==> src/rtl/picoblaze_irq_ctrl.sv <==
// Edge-triggered interrupt controller for the kcpsm3 core.
// Fixed lowest-index priority, one request in service at a time.
module picoblaze_irq_ctrl #(
  parameter int         N_SRC     = 4,
  parameter logic [7:0] PORT_MASK = 8'h10,
  parameter logic [7:0] PORT_STAT = 8'h11,
  parameter logic [7:0] PORT_CLR  = 8'h12,
  parameter logic [7:0] PORT_VEC  = 8'h13
) (
  input  logic             clk,
  input  logic             reset,
  input  logic [N_SRC-1:0] irq_in,
  input  logic [7:0]       port_id,
  input  logic             write_strobe,
  input  logic             read_strobe,
  input  logic [7:0]       out_port,
  output logic [7:0]       in_data,
  output logic             in_sel,
  output logic             interrupt,
  input  logic             interrupt_ack
);

  localparam logic [1:0] ST_IDLE    = 2'd0;
  localparam logic [1:0] ST_ASSERT  = 2'd1;
  localparam logic [1:0] ST_SERVICE = 2'd2;

  logic [1:0]       state;
  logic [N_SRC-1:0] sync1;
  logic [N_SRC-1:0] sync2;
  logic [N_SRC-1:0] hist;
  logic [N_SRC-1:0] pending;
  logic [N_SRC-1:0] mask;
  logic             vec_valid;
  logic [2:0]       vec_idx;

  logic [N_SRC-1:0] edge_det;
  logic [N_SRC-1:0] active;
  logic [N_SRC-1:0] win_oh;
  logic [2:0]       win_idx;
  logic [N_SRC-1:0] clr_bits;
  logic [N_SRC-1:0] ack_clr;
  logic             wr_mask;
  logic             wr_clr;
  logic             wr_eoi;
  logic             take_ack;
  logic [7:0]       vec_q;

  // read_strobe only qualifies the core's own input mux
  logic unused_ok;
  assign unused_ok = ^{read_strobe, out_port};

  assign edge_det = sync2 & ~hist;
  assign active   = pending & mask;
  assign wr_mask  = write_strobe && (port_id == PORT_MASK);
  assign wr_clr   = write_strobe && (port_id == PORT_CLR);
  assign wr_eoi   = write_strobe && (port_id == PORT_VEC);
  assign take_ack = (state == ST_ASSERT) && interrupt_ack;
  assign clr_bits = wr_clr ? out_port[N_SRC-1:0] : '0;
  assign ack_clr  = take_ack ? win_oh : '0;
  assign vec_q    = {vec_valid, 4'b0000, vec_idx};

  always_comb begin
    win_idx = 3'd0;
    win_oh  = '0;
    for (int i = N_SRC - 1; i >= 0; i--) begin
      if (active[i]) begin
        win_idx    = 3'(i);
        win_oh     = '0;
        win_oh[i]  = 1'b1;
      end
    end
  end

  always_comb begin
    in_sel  = 1'b0;
    in_data = 8'h00;
    unique case (1'b1)
      (port_id == PORT_MASK): begin
        in_sel  = 1'b1;
        in_data = 8'(mask);
      end
      (port_id == PORT_STAT): begin
        in_sel  = 1'b1;
        in_data = 8'(pending);
      end
      (port_id == PORT_VEC): begin
        in_sel  = 1'b1;
        in_data = vec_q;
      end
      default: begin
        in_sel  = 1'b0;
        in_data = 8'h00;
      end
    endcase
  end

  always_ff @(posedge clk or negedge reset) begin
    if (!reset) begin
      sync1 <= '0;
      sync2 <= '0;
      hist  <= '0;
    end else begin
      sync1 <= irq_in;
      sync2 <= sync1;
      hist  <= sync2;
    end
  end

  // a fresh edge beats a clear aimed at the same bit
  always_ff @(posedge clk or negedge reset) begin
    if (!reset) begin
      pending <= '0;
      mask    <= '0;
    end else begin
      pending <= (pending & ~clr_bits & ~ack_clr) | edge_det;
      if (wr_mask) mask <= out_port[N_SRC-1:0];
    end
  end

  always_ff @(posedge clk or negedge reset) begin
    if (!reset) begin
      state     <= ST_IDLE;
      interrupt <= 1'b0;
      vec_valid <= 1'b0;
      vec_idx   <= 3'd0;
    end else begin
      unique case (state)
        ST_IDLE: begin
          if (|active) begin
            state     <= ST_ASSERT;
            interrupt <= 1'b1;
          end
        end
        ST_ASSERT: begin
          if (interrupt_ack) begin
            vec_valid <= 1'b1;
            vec_idx   <= win_idx;
            interrupt <= 1'b0;
            state     <= ST_SERVICE;
          end else if (!(|active)) begin
            interrupt <= 1'b0;
            state     <= ST_IDLE;
          end
        end
        ST_SERVICE: begin
          interrupt <= 1'b0;
          if (wr_eoi) begin
            vec_valid <= 1'b0;
            state     <= ST_IDLE;
          end
        end
        default: begin
          interrupt <= 1'b0;
          state     <= ST_IDLE;
        end
      endcase
    end
  end

endmodule

==> config.mk <==
export PLATFORM = sky130hd
export DESIGN_NAME = picoblaze_irq_ctrl
export DESIGN_NICKNAME = d
export VERILOG_FILES = /design/src/rtl/picoblaze_irq_ctrl.sv
export SDC_FILE = /design/constraint.sdc
export NUM_CORES = 1
export LEC_CHECK = 0
export CORE_MARGIN = 2
export CORE_UTILIZATION = 45
export CTS_BUF_LIST = sky130_fd_sc_hd__clkbuf_16
export DETAILED_ROUTE_END_ITERATION = 8
export GPL_TIMING_DRIVEN = 0
export PLACE_DENSITY = 0.82
export RECOVER_POWER = 25
export SYNTH_ARGS = -nofsm -noshare
export SYNTH_HDL_FRONTEND = slang
export SYNTH_SLANG_ARGS = --single-unit
export TNS_END_PERCENT = 5
==> constraint.sdc <==
create_clock -name clk -period 2.01 [get_ports clk]
set_input_delay 0.3015 -clock clk [delete_from_list [all_inputs] [get_ports clk]]
set_output_delay 0.3015 -clock clk [all_outputs]
set_load 0.02 [all_outputs]
[Yosys cells after proc, flatten, opt, wreduce, memory -nomap -nowiden]
Cells that the tools add are included.
Storage, ports and cells
  register bits: 27
  input bits: 25
  output and inout bits: 10
  word-level logic and storage cells: 63
Operators by class
  equality and inequality tests: 10
  multiplexer cells: 24
  bitwise logic cells: 8
  reductions and logical operators: 12
Operator list (number)
  == test 8 x 5 -> 1 bit, second input constant: 4
  two-way mux 4 bit: 6
  case mux 8 bit (3 select lines): 1
  AND 4 bit: 4
  two-way mux 2 bit: 8
  inverter 4 bit: 3
  two-way mux 1 bit: 6
  inequality test 2 bit, second input constant: 3
  case mux 2 bit (3 select lines): 1
  AND reduction 3 bit: 2
  logical AND 1 bit: 4
  bitwise OR 4 bit: 1
  case mux 1 bit (2 select lines): 2
  AND reduction 2 bit: 2
  OR reduction 4 bit: 1
  inequality test 3 bit, second input constant: 1
  OR reduction 3 bit: 1
  == test 2 x 1 -> 1 bit, second input constant: 1
  == test 2 bit, second input constant: 1
  zero test 2 bit: 1
  nonzero test 2 bit: 1

[Depth between registers and ports, before layout]
  depth after elaboration: 9
  depth in mapped cells: 5
  mapped depth without buffers: 3

[Worst setup path before layout]
Ideal clock, no wire load.
  path kind: input to output
  start: input port port_id[5]
  end: output port in_data[2]
  arrival: 1725 ps
  data required time: 1709 ps
  slack: -16 ps
  stages on the path: 4
  buffers on the path: 1
  cell sequence: or4b_4 -> buf_6 -> or2_1 -> nor3_1
Between the ends
  longest elaborated chain between the ends: 2
  elaborated cells on any way between the ends: 4
  classes of those cells: 3 x eq/ne; 1 x mux
RTL lines
  start: declaration: RTL line 13  | input logic [7:0] port_id,
  == test 8 x 5 -> 1 bit, on equally long branches: RTL line 86, 78, 82
  case mux 8 bit (3 select lines) *: RTL line 77  | unique case (1'b1)
  end: declaration: RTL line 17  | output logic [7:0] in_data,
Every way passes the cells marked *; elsewhere a longest branch is shown, timed or not.

[Worst setup path in the final report]
  start: input port port_id[6]
  end: output port in_data[3]
The elaborated chain is that of the path after synthesis.

==> run summary <==
### GRT
* 3820 um — wire length of the first global-routing pass
* 0 — overflow left after global routing
* 885 — vias in the first global route
* 0 — initial antenna violation count
* 18.2% — GRT Overall Usage
* 27 — pin count of the biggest net entering global routing

### Routing
* 975 um — Routed met1 length
* met4 — top metal layer carrying routed signals
* 5.50 — number of vias per cell after detailed routing
* 177 um — detailed-routed wire length on met3
* 913 — number of vias after detailed routing
* 2410 um — sum of routed wire length over all layers
* 4 — drt pass-1 iters
* 15 — initial detailed-routing violation count
* 0 — remaining antenna violation count after routing
* 1200 um — Routed met2 length
* 0 — DR DRC count
* 14.5 um — wire length per cell after detailed routing

### Timing
* 0.355 ns — final hold slack
* 0 — Setup violations, final
* 0 ns — setup TNS after final layout
* false — unrepaired setup endpoints after global routing
* 97.8% — share of the cycle needed by the critical path after routing
* 1.97 ns — clock period minus worst slack
* 0.0440 ns — Worst Setup Slack, final
* 25.6% — Relative slew margins
* 1.11 ns — Worst-Margin Slew
* 0.509 GHz — maximum clock rate
* 0.00294 ns — Setup Skew
* 0 — number of slew-limit violations in the final report
* 0 — Hold Fails Final Rpt

### Pwr
* 19.2% — Logic pwr share
* 0.000707 uW — static leakage
* 25.5% — switching portion of total power
* 36.8% — part of the total power dissipated in the clock network
* 391 uW — power dissipated by switching net loads
* 1140 uW — internal power
* 728 uV — worst-case vdd ir drop
* 44.0% — sequential share of power
* 985 mW/mm2 — PwrDens

### Critical path
* 5 — maximum fanout along the worst path
* output port — endpoint type of the worst setup path
* or4b_4 — slowest library cell on the worst path
* primary input — nature of the critical path startpoint
* 3 — count of cells along the worst register-to-register path
* in2out — worst setup path class
* dlygate4sd2_1, or4b_4, or2_4, nor3_2, buf_4 — cell-by-cell listing of the critical path
* 1.71 ns — required time of the worst setup path
* 0.57 ns — largest stage delay on the critical path
* 1.66 ns — arrival time at the worst endpoint

### Clocking
* clkbuf_16 — Root Driver
* 26 — sink count of the clock tree
* 1 — H-tree lvl count
* 2 — Clock Tree Buf Depth
* yes — CTS tree
* 3 — number of buffers created by CTS
* 0.06 ns — clock edge transition at the registers on the reported setup and hold paths
* 0 — hold buffers post-CTS
* 0.26 ns — latest clock arrival within the worst-skew pair

### Floorplan
* 54.9 um — die boundary height
* 35 — count of pins on the block boundary
* 18 — num rows
* 0.00301 mm2 — die area
* 47.4% — initial core utilization
* 54.9 um — die extent in x
* 0.00245 mm2 — placeable core area

### Final layout
* 162 — number of nets in the final layout
* 0 — n_diodes
* 18.4% — share of final-layout standard cells stronger than drive strength 1
* 33.4% — Area growth syn-to-layout
* 202 — Layout fillers

### Placed design
* -0.762 ns — post-place setup slack
* 24 — number of buffers inserted by port buffering
* 0.878 — routability-driven placement congestion ratio
* 1700 um — Post-DP HPWL

### Flow run
* 0 — max-cap viol count

### Synthesis
* 55.9% — share of synthesized area occupied by flip-flops and latches
* 32 — number of unique standard cell types used by synthesis
* 106 — gate count after technology mapping
* 11.0 um2 — mean cell area of the mapped netlist
* 0 — Yosys warnings
* 0.00116 mm2 — synthesized area
* 26 — synthesized flop and latch total

### Hold path
* 0 — number of stages on the worst hold path
* reg2reg — worst min-delay path class

### Run status
* complete, no violations — outcome

==> registers in the layout (all words and copies together) (netlist names) <==
name / cells
pending: 4
interrupt: 1
mask: 4
sync2: 4
hist: 4
vec_valid: 1
sync1: 4
vec_idx: 2
state: 2
==> power groups by stage <==
stage                     sequential, uW  combinational, uW  clock, uW
after floorplan                      676                174          0
after global placement               674                276          0
after detailed placement             680                292          0
after CTS                            671                295        571
after global routing                 683                323        596
final                                674                294        563
==> timing repair <==
action,CTS,global route
endpoints found under the setup margin,6,2
gates resized for setup,41,1
pin swaps,4,1
setup buffers,2,0
==> through the flow <==
step	area [um2]	power, uW	std cells	util, %
final	1550	1530	166	63.3
after global routing	1550	1600	166	63.3
after CTS	1550	1540	166	63.1
after detailed placement	1450	972	162	59.0
after global placement	1450	950	162	59.0
after floorplan	1170	850	108	-
==> final timing paths <==
| path | slack, ns | endpoint | startpoint |
|---|---|---|---|
| max | 0.04 | in_data[3] | port_id[6] |
| min | 0.35 | sync2[2] | sync1[2] |
| max reg2reg | 0.50 | pending[3] | state[1] |
| min reg2reg | 0.35 | sync2[2] | sync1[2] |
| max in group asynchronous | 0.70 | mask[0] | reset |
| min in group asynchronous | 0.64 | sync1[2] | reset |
==> layer usage <==
layer | GRT usage, % | vias to the layer above
li1 | - | 424
met1 | 20.5 | 447
met2 | 32.3 | 36
met3 | 4.10 | 6
met4 | 7.92 | 0
met5 | 0 | -
==> final cells by class <==
type / count / area (um2) / area share (%)
Buffer: 5 / 31.3 / 2.01
Clock buffer: 3 / 75.1 / 4.83
Clock inverter: 1 / 30.0 / 1.93
Inverter: 15 / 56.3 / 3.63
Multi-Input combinational cell: 60 / 439 / 28.3
Sequential cell: 26 / 651 / 41.9
Tap cell: 30 / 37.5 / 2.42
Timing Repair Buffer: 26 / 233 / 15.0
==> critical path, delay by kind of cell <==
family / cells / cell delay [ns]
buffers and inverters: 2 / 0.39
and+or+nand+nor: 3 / 0.97
==> Yosys cell counts <==
cell | number | area (um2)
a211oi_1 | 1 | 7.51
a21oi_1 | 2 | 10.0
a22o_1 | 3 | 26.3
a32oi_1 | 2 | 17.5
and2_1 | 1 | 6.26
buf_2 | 1 | 5.00
buf_4 | 3 | 22.5
buf_6 | 1 | 11.3
clkbuf_1 | 2 | 7.51
conb_1 | 1 | 3.75
dfrtp_1 | 26 | 651
inv_1 | 15 | 56.3
mux2i_1 | 8 | 80.1
nand2_1 | 4 | 15.0
nand2b_1 | 1 | 6.26
nand3_1 | 2 | 10.0
nand3b_1 | 1 | 7.51
nor2_1 | 4 | 15.0
nor2b_1 | 1 | 6.26
nor3_1 | 3 | 15.0
nor4_1 | 4 | 25.0
nor4_4 | 1 | 21.3
nor4b_1 | 1 | 8.76
o21a_1 | 2 | 15.0
o21ai_0 | 3 | 15.0
o22ai_1 | 4 | 25.0
o31ai_1 | 4 | 30.0
o41ai_1 | 1 | 8.76
or2_1 | 1 | 6.26
or2_2 | 1 | 6.26
or3b_1 | 1 | 8.76
or4b_4 | 1 | 13.8
==> cells by family after synthesis <==
group / count (synthesis) / share of synthesized area (%)
simple gates: 27 / 14.7
flops: 26 / 55.9
compound gates: 22 / 13.3
buf+inv: 22 / 8.82
mux: 8 / 6.88
other cells: 1 / 0.322
==> layout by cell type (no fill, tap or decap), types with 2 or more instances in the layout <==
master,netlist,routed
nor4_1,4,4
inv_1,15,15
dlygate4sd3_1,0,4
dlygate4sd2_1,0,4
clkbuf_16,0,3
nor3_2,0,2
conb_1,1,3
nor2_1,4,3
a22o_1,3,3
o22ai_1,4,4
mux2i_1,8,8
a32oi_1,2,2
o21a_1,2,2
dfrtp_1,26,26
clkdlybuf4s50_1,0,10
nand2_1,4,4
buf_4,3,10
nand3_1,2,2
buf_2,1,2
o31ai_1,4,4
o21ai_0,3,3
Note: power is estimated with default switching activity, not from simulation.
